File: src/rtl/adder_accum_ctrl_pkg.sv
// Shared types and elaboration helpers for the multi-beat adder accumulator.
package adder_accum_ctrl_pkg;

  typedef enum logic {
    ACCUM = 1'b0,
    DONE  = 1'b1
  } state_e;

  // Beat counter width; a single-beat transaction still needs a 1-bit register.
  function automatic int cnt_width(input int beats);
    return (beats > 1) ? $clog2(beats) : 1;
  endfunction

  function automatic bit params_legal(input int width, input int beats, input int sum_width);
    return (beats >= 1) && (sum_width >= width + 1);
  endfunction

endpackage

File: src/rtl/adder_accum_ctrl_add3.sv
// Three-operand adder; the extra output bit holds the carry out of the top bit.
module adder_accum_ctrl_add3 #(
  parameter int width_p = 8
) (
  input  logic [width_p-1:0] a_i,
  input  logic [width_p-1:0] b_i,
  input  logic [width_p-1:0] c_i,
  output logic [width_p:0]   sum_o
);

  // One carry bit is enough only when the callers keep b_i + c_i below 2^width_p.
  assign sum_o = {1'b0, a_i} + {1'b0, b_i} + {1'b0, c_i};

endmodule

File: src/rtl/adder_accum_ctrl.sv
// Sequences a shared 3-input adder over beats_p operand beats, then holds the
// total on a valid/ready output until the consumer takes it.
//
//   state | meaning
//   ACCUM | accepting operand beats, acc holds the partial sum
//   DONE  | presenting acc/ovf as the result, waiting for ready_i
module adder_accum_ctrl
  import adder_accum_ctrl_pkg::*;
#(
  parameter int width_p     = 4,
  parameter int beats_p     = 4,
  parameter int sum_width_p = 8
) (
  input  logic                   clk_i,
  input  logic                   reset_i,
  input  logic [width_p-1:0]     a_i,
  input  logic [width_p-1:0]     b_i,
  input  logic                   valid_i,
  output logic                   ready_o,
  output logic [sum_width_p-1:0] sum_o,
  output logic                   overflow_o,
  output logic                   valid_o,
  input  logic                   ready_i
);

  localparam int cnt_w_lp = cnt_width(beats_p);
  localparam logic [cnt_w_lp-1:0] last_cnt_lp = cnt_w_lp'(beats_p - 1);

  if (!params_legal(width_p, beats_p, sum_width_p)) begin : g_bad_params
    $error("adder_accum_ctrl: need beats_p >= 1 and sum_width_p >= width_p + 1");
  end

  state_e                 state_q, state_n;
  logic [sum_width_p-1:0] acc_q;
  logic [cnt_w_lp-1:0]    cnt_q;
  logic                   ovf_q;
  logic [sum_width_p:0]   add_sum;
  logic [sum_width_p-1:0] a_ext, b_ext;
  logic                   accept, last_beat, take_result;

  assign a_ext = {{(sum_width_p - width_p){1'b0}}, a_i};
  assign b_ext = {{(sum_width_p - width_p){1'b0}}, b_i};

  adder_accum_ctrl_add3 #(
    .width_p (sum_width_p)
  ) u_add (
    .a_i   (acc_q),
    .b_i   (a_ext),
    .c_i   (b_ext),
    .sum_o (add_sum)
  );

  assign accept      = valid_i & ready_o;
  assign take_result = valid_o & ready_i;
  assign last_beat   = (cnt_q == last_cnt_lp);

  always_ff @(posedge clk_i) begin
    if (reset_i) begin
      state_q <= ACCUM;
    end else begin
      state_q <= state_n;
    end
  end

  always_comb begin
    state_n = state_q;
    case (state_q)
      ACCUM: if (accept && last_beat) state_n = DONE;
      DONE:  if (take_result)         state_n = ACCUM;
      default: state_n = ACCUM;
    endcase
  end

  // Handshake outputs are gated by reset so neither side sees a stale state.
  always_comb begin
    ready_o = 1'b0;
    valid_o = 1'b0;
    if (!reset_i) begin
      case (state_q)
        ACCUM:   ready_o = 1'b1;
        DONE:    valid_o = 1'b1;
        default: ready_o = 1'b0;
      endcase
    end
  end

  always_ff @(posedge clk_i) begin
    if (reset_i) begin
      acc_q <= '0;
      cnt_q <= '0;
      ovf_q <= 1'b0;
    end else if (accept) begin
      acc_q <= add_sum[sum_width_p-1:0];
      ovf_q <= ovf_q | add_sum[sum_width_p];
      cnt_q <= last_beat ? '0 : cnt_q + cnt_w_lp'(1);
    end else if (take_result) begin
      acc_q <= '0;
      ovf_q <= 1'b0;
    end
  end

  assign sum_o      = acc_q;
  assign overflow_o = ovf_q;

`ifdef FORMAL
  always @(posedge clk_i) begin
    assert (!(ready_o && valid_o));
    if (!reset_i && !$past(reset_i) && $past(valid_o && !ready_i))
      assert (sum_o == $past(sum_o));
  end
`endif

endmodule

File: config.mk
export PLATFORM = sky130hd
export DESIGN_NAME = adder_accum_ctrl
export DESIGN_NICKNAME = d
export VERILOG_FILES = /design/src/rtl/adder_accum_ctrl_pkg.sv /design/src/rtl/adder_accum_ctrl_add3.sv /design/src/rtl/adder_accum_ctrl.sv
export SDC_FILE = /design/constraint.sdc
export NUM_CORES = 1
export LEC_CHECK = 0
export BUFFER_PORTS_ARGS = -buffer_cell sky130_fd_sc_hd__buf_2
export CORE_UTILIZATION = 50
export DETAILED_ROUTE_END_ITERATION = 7
export PLACE_DENSITY_LB_ADDON = 0.12
export SLEW_MARGIN = 20
export SYNTH_ARGS = -nofsm -noshare
export SYNTH_HDL_FRONTEND = slang
export SYNTH_SLANG_ARGS = --single-unit
File: constraint.sdc
create_clock -name clk_i -period 4.9 [get_ports clk_i]
set_clock_uncertainty 0.05 [all_clocks]
set_input_delay 0.245 -clock clk_i [delete_from_list [all_inputs] [get_ports clk_i]]
set_output_delay 0.245 -clock clk_i [all_outputs]
set_load 0.005 [all_outputs]
; After elaboration in Yosys (flattened, before gate mapping)
; Cells that the tools add are included.
[word_totals]
reg_bits = 12
in_bits = 12
out_inout_bits = 11
elab_cells = 26
[op_classes]
addsub = 3
eq_ne = 1
muxes = 12
bitwise = 4
n_reduce_logical = 2
[op_table]
columns = op, n
row1 = $mux W8, 2
row2 = $add A8 B4 Y9, 1
row3 = $add A9 B4 Y9, 1
row4 = $mux W1, 8
row5 = $add A2 B1 Y2 const B, 1
row6 = $and A1 B1 Y1, 2
row7 = $eq A2 B2 Y1 const B, 1
row8 = $mux W2, 1
row9 = $pmux W1 S2, 1
row10 = $reduce_bool A2 Y1, 1
row11 = $logic_and A1 B1 Y1, 1
row12 = $not A1 Y1, 1
row13 = $or A1 B1 Y1, 1

; Longest topological paths before layout
; Gate-level depths: netlist of the first run.
[logic_depth]
word_depth = 6
ltp_mapped = 7
ltp_nobuf = 7

; Hierarchy
; From an unflattened synthesis of the first run, not the netlist that was laid out.
[unflattened]
hier_cells = 100
hier_area_um2 = 947.2
[modules_own_cells]
columns = mod, n_inst, cells_per_inst, area_per_inst_um2, seq_area_each_um2
row1 = adder_accum_ctrl_add3, 1, 53, 495.5, 0.0
row2 = adder_accum_ctrl, 1, 47, 451.7, 240.2

; Worst setup path before layout of the first run
; No wires, ideal clock.
[synth_timing]
path_type = register to register
startpoint = reg acc_q[1], in the netlist sum_o[1]
endpoint = reg acc_q[7], in the netlist sum_o[7]
setup_ns = 0.072
arrival_time_ns = 1.817
required_ns = 4.778
setup_slack_ns = 2.961
stages_incl_launch_ff = 8
path_buffers = 0
period_less_slack_ns = 1.939
cell_sequence = dfxtp_1 > fa_1 > ha_1 > fa_1 > nand3_1 > nand2_1 > nand3_1 > mux2i_1
[synth_between]
elab_chain_len = 3
[synth_lines]
columns = element, line_no
row1 = from (decl), adder_accum_ctrl.sv:34  ; logic [sum_width_p-1:0] acc_q;
row2 = from (signal assigned), adder_accum_ctrl.sv:93  ; acc_q <= add_sum[sum_width_p-1:0];
row3 = $add A8 B4 Y9, adder_accum_ctrl_add3.sv:12  ; assign sum_o = {1'b0, a_i} + {1'b0, b_i} + {1'b0, c_i};
row4 = $add A9 B4 Y9, adder_accum_ctrl_add3.sv:12
row5 = $mux W8, adder_accum_ctrl.sv:92  ; end else if (accept) begin
; No other way between the ends.
; A chain may end at the register's enable or synchronous reset.

; Worst setup path after layout of the first run
; Same ends and word-level chain as after synthesis.

==> results.py, run 1 <==
metrics = {
    "outcome": {
        "outcome": "finished clean",
    },
    "routing": {
        "ant_nets": 0,
        "drt-total-wl_microns": 1410,
        "drt-pass1-iter-count": 4,
        "vias": 603,
        "via_per_inst": 5.34,
        "wl_per_cell_microns": 12.5,
        "drt_iter0_markers": 5,
        "drc_errors": 0,
    },
    "clocking": {
        "clock_path_buffers": 2,
        "cts.sinks": 12,
        "clk_pin_slew_ps": 70,
        "holdBufCountCts": 0,
        "cts_setup_buffers": 0,
        "htree_levels": 1,
        "ctsResizeCount": 0,
        "root_buffer": "clkbuf_4",
        "insertion_delay_ps": 280,
        "cts_tree": "built",
        "cts_made_buffers": 3,
    },
    "placement": {
        "gp_congestion": 0.712,
        "portBuffers": 22,
        "pre_cts_slack_ps": 2820,
        "place_hpwl_microns": 1070,
    },
    "critical_path": {
        "cp.arrival_ps": 2180,
        "endpoint_kind": "flop",
        "crit_start": "sum_o[1]",
        "critPathRequiredTime_ps": 5070,
        "crit_path_start_kind": "flop",
        "cp_max_fo": 3,
        "crit_type": "flop to flop",
        "ff2ff_setup_slack_ps": 2880,
        "r2r_start": "sum_o[1]",
    },
    "synth": {
        "async_flop_share_pct": 0,
        "synth_enable_flop_cells": 0,
        "synth_warnings": 0,
        "syn_area_sq_um": 717,
        "synth.distinct_cells": 26,
        "synthFlopType": "dfxtp_1",
        "synth_cells": 74,
        "yosys_register_bits": 12,
        "syn_nets": 97,
        "syn_area_per_cell_sq_um": 9.69,
        "ys_seq_area_share_pct": 33.5,
    },
    "timing": {
        "relSlewSlack_pct": 54.7,
        "worst_pin_slew_ps": 676,
        "whs_ps": 158,
        "post-route-period-util_pct": 41.2,
        "min_period_ps": 2020,
        "hold_viol": 0,
        "setup_violations": 0,
        "setup_tns_ps": 0,
        "setup_slack_ps": 2880,
        "finalMaxSlewViolations": 0,
        "rsz0062_at_grt": "false",
        "max_freq_ghz": 0.496,
    },
    "layout": {
        "multiInputGateArea_sq_um": 454,
        "n_antenna_cell": 0,
        "seqCellArea_sq_um": 240,
        "fin_nets": 122,
        "final_cell_mix": "22 x buf_2, 12 x dfxtp_1, 8 x nor2_1, 7 x nand2_1, 6 x ha_1",
        "layout_commonest_cell": "buf_2",
        "post_route_cells_drive_above_1_share_pct": 30.6,
        "fillCellCount": 116,
        "syn2layout_area_growth_pct": 21.5,
    },
    "floorplanning": {
        "ios": 23,
        "die_h_microns": 39.9,
        "dieArea_sq_um": 1590,
        "die_x_microns": 39.9,
        "num_rows": 13,
        "start_util_pct": 54.4,
        "core_sq_um": 1320,
    },
    "global_route": {
        "antenna_found_initial": 0,
        "grt_first_pass_wirelength_microns": 2050,
        "grt_max_degree": 16,
        "grt_pass1_vias": 519,
        "grt.total_usage_pct": 20.1,
        "grt_overflow": 0,
    },
    "power": {
        "p_leak_nw": 0.413,
        "vdd_ir_drop_max_mv": 0.245,
        "power_density_nw_per_um2": 307,
    },
    "hold_path": {
        "holdCritStartpoint": "ready_i",
        "min-delay-path-class": "input port to flop",
    },
    "job": {
        "maxCapViolCount": 0,
    },
}
[layout make-up]
| type | count | area share (%) |
|---|---|---|
| Inverter | 3 | 1.29 |
| Tap cell | 15 | 2.16 |
| Sequential cell | 12 | 27.6 |
| Multi-Input combinational cell | 57 | 52.2 |
| Clock buffer | 4 | 4.17 |
| Timing Repair Buffer | 22 | 12.6 |
[critical path, cell delays in order (launching register included)]
cell and delay, ps:
dfxtp_1 370, fa_1 440, ha_1 240, fa_1 400, nand3_1 120, nand2_1 70
nand3_1 100, mux2i_1 170
[cell families after synthesis]
logic type	count (synthesis)	synth area share, %
AND/OR/NAND/NOR	26	19.2
flip-flops	12	33.5
multiplexers	2	2.79
AO/OA/AOI/OAI	16	14.5
XOR/XNOR	2	2.44
buffers and inverters	5	3.14
adder cells (fa/ha/maj)	11	24.4
[final timing paths]
check	endpoint	cells past startpoint
worst max register to register	sum_o[7]	7
worst min register to register	cnt_q[1]	2
worst min-delay path	state_q	2
worst max-delay path	sum_o[7]	7
[sequential cells by signal (all words and copies together), names as in the netlist]
register	flops
sum_o	8
state_q	1
cnt_q	2
overflow_o	1
[metal layers]
| metal | track usage (%) | share of wire [%] |
|---|---|---|
| met3 | 5.11 | 5.0 |
| met5 | 0 | 0 |
| met2 | 32.3 | 48 |
| met4 | 12.9 | 2.2 |
| met1 | 23.2 | 45 |
[through the flow]
stage	cell area (sq um)	total power [mW]	std cells	util, %
finish	871	0.268	113	66.1
global route	871	0.285	113	66.1
CTS	871	0.269	113	66.1
detailed placement	835	0.189	109	63.3
global placement	835	0.188	109	63.3
floorplan	717	0.166	74	-
[Yosys cell counts, types with 2 or more instances]
master    number  share of area [%]
a21oi_1        5                3.5
o21ai_0        2                1.4
nand2_1        7                3.7
nand3b_1       3                3.1
nor2_1         8                4.2
a22oi_1        4                4.2
ha_1           6                 10
mux2i_1        2                2.8
fa_1           5                 14
inv_1          3                1.6
dfxtp_1       12                 34
nand3_1        3                2.1
[power by group]
| part | leakage (nW) | total [mW] | internal (mW) | switching (mW) |
|---|---|---|---|---|
| logic | 0.295 | 0.0747 | 0.0357 | 0.0390 |
| registers | 0.0978 | 0.113 | 0.106 | 0.00724 |
| clock network | 0.0210 | 0.0800 | 0.0452 | 0.0348 |
Note: power is estimated with default switching activity, not from simulation.
==> run 2, diff against run 1 <==
Settings changed: ABC_AREA from default to 1, CORE_UTILIZATION 50 to 45.
Clock period 4.9 ns to 1.7 ns, I/O delays scaled along.
==> run 2 against run 1 <==
  * The flow now finishes with violations (negative setup slack)
  * Clock power grew to 2.9 times the previous value
  * Largest power group unchanged
  * Synthesized cell count is 31% higher
  * Count of clock-buffer cells in the layout did not move
  * Via count grew 20%
  * Highest routed layer unchanged
  * Global-route usage shrank 2.1 points
  * Critical path depth up 1
  * Combinational power grew to 3.6 times the previous value
  * Synthesized area is 14% higher
  * Non-clock buffer count rose by 7
  * Sequential power rose to 2.8 times the previous value
  * Cell count grew 35%
  * Worst hold slack lost 73 ps
==> results.py, run 2 <==
metrics = {
    "routing": {
        "drc_errors": 0,
        "via_per_inst": 4.73,
        "vias": 724,
        "wl_per_cell_microns": 10.5,
        "drt-total-wl_microns": 1610,
        "ant_nets": 0,
        "drt_iter0_markers": 19,
        "drt-pass1-iter-count": 4,
    },
    "layout": {
        "fillCellCount": 150,
        "postLayoutCellArea_sq_um": 1080,
        "post_route_cells_drive_above_1_share_pct": 50.0,
        "fin_nets": 152,
        "syn2layout_area_growth_pct": 32.6,
        "n_antenna_cell": 0,
        "multiInputGateArea_sq_um": 573,
        "largest_reg_flops": 8,
        "final_cell_mix": "28 x nand2_1, 22 x buf_2, 9 x dfxtp_1",
        "layout_commonest_cell": "nand2_1",
        "seqCellArea_sq_um": 244,
    },
    "global_route": {
        "grt_max_degree": 13,
        "grt_overflow": 0,
        "antenna_found_initial": 0,
        "grt_first_pass_wirelength_microns": 2530,
        "grt_pass1_vias": 630,
        "grt.total_usage_pct": 18.1,
    },
    "outcome": {
        "violations": "negative setup slack",
        "outcome": "finished with violations",
    },
    "floorplanning": {
        "dieArea_sq_um": 1990,
        "die_h_microns": 44.6,
        "num_rows": 15,
        "ios": 23,
        "die_x_microns": 44.6,
        "start_util_pct": 47.8,
        "core_sq_um": 1710,
    },
    "critical_path": {
        "endpoint_kind": "flop",
        "reg2reg_depth": 8,
        "crit_path_start_kind": "flop",
        "ff2ff_setup_slack_ps": -150,
        "cp_max_fo": 3,
        "crit_end": "sum_o[7]",
        "reg2reg_to": "sum_o[7]",
        "r2r_start": "sum_o[1]",
        "critPathRequiredTime_ps": 1830,
        "crit_type": "flop to flop",
        "cp.arrival_ps": 1980,
        "crit_start": "sum_o[1]",
    },
    "placement": {
        "place_area_sq_um": 987,
        "portBuffers": 22,
        "gp_congestion": 0.837,
        "place_hpwl_microns": 1240,
    },
    "timing": {
        "finalMaxSlewViolations": 0,
        "max_freq_ghz": 0.541,
        "hold_viol": 0,
        "worst_pin_slew_ps": 307,
        "min_period_ps": 1850,
        "whs_ps": 85.2,
        "setup_violations": 7,
        "setup_slack_ps": -147,
        "rsz0062_at_grt": "true",
        "relSlewSlack_pct": 79.5,
        "post-route-period-util_pct": 109,
    },
    "hold_path": {
        "min-delay-path-class": "input port to flop",
        "holdCritStartpoint": "valid_i",
    },
    "clocking": {
        "root_buffer": "clkbuf_4",
        "insertion_delay_ps": 280,
        "htree_levels": 1,
        "clk_pin_slew_ps": 80,
        "clock_path_buffers": 2,
        "cts_tree": "built",
        "cts.sinks": 12,
        "cts_made_buffers": 3,
    },
    "power": {
        "p_leak_nw": 0.530,
        "vdd_ir_drop_max_mv": 0.583,
        "power_density_nw_per_um2": 759,
    },
    "synth": {
        "synth.distinct_cells": 21,
        "syn_area_sq_um": 817,
        "synth_warnings": 0,
        "async_flop_share_pct": 0,
        "syn_nets": 120,
        "synth_cells": 97,
        "synth.most_common_cell": "nand2_1",
        "synth_top_cell_area_share_pct": 29.4,
        "syn_area_per_cell_sq_um": 8.42,
        "synth_area_leader_cell": "dfxtp_1",
        "synth_enable_flop_cells": 0,
        "synthFlopType": "dfxtp_1",
        "yosys_register_bits": 12,
        "ys_seq_area_share_pct": 29.4,
        "yosys-top-cells-count": "32 x nand2_1, 12 x dfxtp_1, 8 x inv_1, 8 x nand3_1",
        "synth_area_leaders": "dfxtp_1 29%, nand2_1 15%, fa_1 12%",
    },
    "job": {
        "maxCapViolCount": 0,
    },
}
==> run 2: worst min-delay path by stage <==
stage,end,depth (start not counted)
2_1_floorplan,cnt_q[0],2
3_3_place_gp,cnt_q[0],3
3_5_place_dp,cnt_q[0],3
4_1_cts,cnt_q[0],3
5_1_grt,cnt_q[0],3
6_report,cnt_q[0],3
==> run 2: layout make-up <==
cell class / instances / area share, %
flip-flops and latches: 12 / 22.5
inverters: 9 / 3.35
clock buffers: 4 / 3.35
well taps: 25 / 2.89
multi-input cells: 74 / 52.9
repair buffers: 29 / 15.0
==> run 2: critical path, stage by stage, from the launching register on <==
cell and delay [ps]:
dfxtp_2 330, fa_1 430, ha_2 200, fa_2 370
nand3_2 80, nand2_2 70, nand3_2 60, nand2_1 40
a21boi_1 110
==> run 2: cell families (layout without fill, tap and decap cells) <==
group	count (synthesis)	count (layout)	share of synthesized area (%)
flops	12	12	29.4
fa+ha+maj	11	11	21.4
buf+inv	11	42	7.66
compound gates	14	14	12.7
simple gates	49	49	28.8
==> run 2: power by group <==
| part | total [mW] | leakage (nW) | internal [mW] | switching (mW) |
|---|---|---|---|---|
| Sequential | 0.315 | 0.0990 | 0.301 | 0.0141 |
| Clock | 0.236 | 0.0210 | 0.130 | 0.106 |
| Combinational | 0.271 | 0.410 | 0.132 | 0.139 |
| Total | 0.823 | 0.530 | 0.563 | 0.259 |
==> run 2: through the flow <==
| step | setup slack, ps | total power, mW | util (%) | cells | setup TNS [ps] |
|---|---|---|---|---|---|
| after global placement | -144 | 0.544 | 57.8 | 146 | -428 |
| after floorplan | -119 | 0.484 | - | 97 | -216 |
| final | -147 | 0.823 | 63.4 | 153 | -596 |
| after global routing | -220 | 0.874 | 63.4 | 153 | -1100 |
| after CTS | -171 | 0.804 | 61.0 | 151 | -752 |
| after detailed placement | -159 | 0.551 | 57.8 | 146 | -545 |
==> run 2: repair_timing <==
action	CTS	global route
resized for setup	4	8
hold endpoints to repair	0	0
pin swaps	11	4
setup buffers	1	2
hold buffers	0	0
endpoints found under the setup margin	7	7
==> run 2: layer usage <==
layer  vias to the layer above  GRT usage [%]  wire length (microns)  share of wire, %
met2                        16           28.8                    743                46
met3                         4           5.31                     64               4.0
li1                        379              -                      -                 -
met5                         -              0                      0                 0
met1                       325           21.8                    779                48
met4                         0           9.70                     25               1.6
==> run 3, diff against run 2 <==
Settings changed: CORE_ASPECT_RATIO from default to 0.9, CORE_MARGIN from default to 2.
==> run 3 against run 2 <==
  * The run still ends with negative setup slack left
  * Sequential share of layout area hardly changed
  * Via count is 0.55% higher
  * Power is 3.0% higher
  * Cell count is 1.3% lower
  * Combinational power is 7% higher
  * Count of clock-buffer cells in the layout stayed put
  * Flip-flop and latch count stayed put
==> results.py, run 3 (synthesis results as in run 2) <==
metrics = {
    "outcome": {
        "outcome": "finished with violations",
        "violations": "negative setup slack",
    },
    "global_route": {
        "grt_first_pass_wirelength_microns": 2980,
        "grt_pass1_vias": 700,
        "grt.total_usage_pct": 18.5,
        "antenna_found_initial": 0,
        "grt_overflow": 0,
        "grt_max_degree": 13,
    },
    "routing": {
        "dr_wl_met2_microns": 801,
        "drt-total-wl_microns": 1760,
        "vias": 728,
        "via_per_inst": 4.82,
        "highest_layer": "met4",
        "drt_iter0_markers": 11,
        "drc_errors": 0,
        "wl_met3_microns": 84,
        "wl_met1_microns": 836,
        "wl_per_cell_microns": 11.6,
        "ant_nets": 0,
        "drt-pass1-iter-count": 3,
    },
    "floorplanning": {
        "num_rows": 14,
        "core_sq_um": 1680,
        "die_x_microns": 48.9,
        "start_util_pct": 48.6,
        "die_h_microns": 44.4,
        "ios": 23,
        "dieArea_sq_um": 2170,
    },
    "timing": {
        "post-route-period-util_pct": 110,
        "min_period_ps": 1880,
        "max_freq_ghz": 0.533,
        "hold_viol": 0,
        "relSlewSlack_pct": 78.7,
        "finalMaxSlewViolations": 0,
        "whs_ps": 89.8,
        "setup_slack_ps": -175,
        "rsz0062_at_grt": "true",
        "worst_pin_slew_ps": 319,
        "setup_violations": 7,
    },
    "clocking": {
        "cts_made_buffers": 3,
        "root_buffer": "clkbuf_4",
        "cts_tree": "built",
        "clock_path_buffers": 2,
        "clk_pin_slew_ps": 80,
        "holdBufCountCts": 0,
        "insertion_delay_ps": 280,
        "cts.sinks": 12,
        "htree_levels": 1,
    },
    "layout": {
        "fin_nets": 151,
        "n_antenna_cell": 0,
        "syn2layout_area_growth_pct": 32.5,
        "layout_commonest_cell": "nand2_1",
        "final_cell_mix": "29 x nand2_1, 22 x buf_2, 9 x dfxtp_1, 8 x inv_1",
        "largest_reg_flops": 8,
        "fillCellCount": 158,
        "post_route_cells_drive_above_1_share_pct": 47.2,
    },
    "critical_path": {
        "cp.arrival_ps": 2010,
        "cp_max_fo": 3,
        "critPathRequiredTime_ps": 1830,
        "endpoint_kind": "flop",
        "crit_type": "flop to flop",
        "crit_path_start_kind": "flop",
    },
    "job": {
        "maxCapViolCount": 0,
    },
    "placement": {
        "gp_congestion": 0.812,
        "place_hpwl_microns": 1300,
        "portBuffers": 22,
    },
    "power": {
        "p_int_mw": 0.577,
        "p_sw_mw": 0.271,
        "seqPwrFrac_pct": 37.2,
        "switching_share_pct": 31.9,
        "clock_power_share_pct": 28.6,
        "p_comb_share_pct": 34.2,
        "p_total_mw": 0.848,
        "vdd_ir_drop_max_mv": 0.505,
        "power_density_nw_per_um2": 783,
        "p_leak_nw": 0.530,
    },
    "hold_path": {
        "min-delay-path-class": "input port to flop",
    },
}
## run 3: cell type report
class | instances | area (sq um) | area share (%)
well taps | 24 | 30.0 | 2.77
inverters | 9 | 36.3 | 3.35
multi-input cells | 74 | 568 | 52.5
repair buffers | 28 | 168 | 15.5
clock buffers | 4 | 36.3 | 3.35
flip-flops and latches | 12 | 244 | 22.5
## run 3: stage by stage
| stage | cell area, sq um | setup WS [ps] | TNS (ps) | utilization (%) | cells |
|---|---|---|---|---|---|
| 2_1_floorplan | 842 | -119 | -216 | - | 97 |
| 5_1_grt | 1080 | -247 | -1310 | 64.4 | 151 |
| 3_3_place_gp | 978 | -152 | -441 | 58.2 | 144 |
| 4_1_cts | 1040 | -163 | -682 | 61.7 | 150 |
| 6_report | 1080 | -175 | -661 | 64.4 | 151 |
| 3_5_place_dp | 978 | -173 | -547 | 58.2 | 144 |
## run 3: layer usage
layer / vias up / global-route usage [%]
met5: - / 0
met4: 0 / 8.57
met3: 5 / 4.05
met2: 17 / 28.8
met1: 329 / 24.9
li1: 377 / -
## run 3: repair_timing
item                       4_1_cts  5_1_grt
pin swaps                        5        5
hold endpoints to repair         0        0
gates resized for setup          2        8
buffers inserted                 2        1
setup endpoints to repair        7        7
## run 3: power by group through the flow
stage,logic (mW),clock network (mW),registers [mW]
finish,0.290,0.242,0.316
global route,0.324,0.255,0.319
CTS,0.243,0.245,0.315
detailed placement,0.229,0,0.322
global placement,0.224,0,0.321
floorplan,0.162,0,0.322
## run 3: path summary, 6_finish.rpt
check        startpoint       end  slack [ps]  cells after the start
max            sum_o[1]  sum_o[7]        -180                      8
max reg2reg    sum_o[1]  sum_o[7]        -180                      8
min reg2reg    cnt_q[1]  cnt_q[1]         430                      2
min             valid_i  cnt_q[0]          90                      3
## run 3: worst max-delay path, cell delays in order (launching register included)
cell and delay (ps):
dfxtp_2 330, fa_1 450, ha_2 200, fa_2 380
nand3_2 80, nand2_2 70, nand3_2 60, nand2_1 40
a21boi_1 110
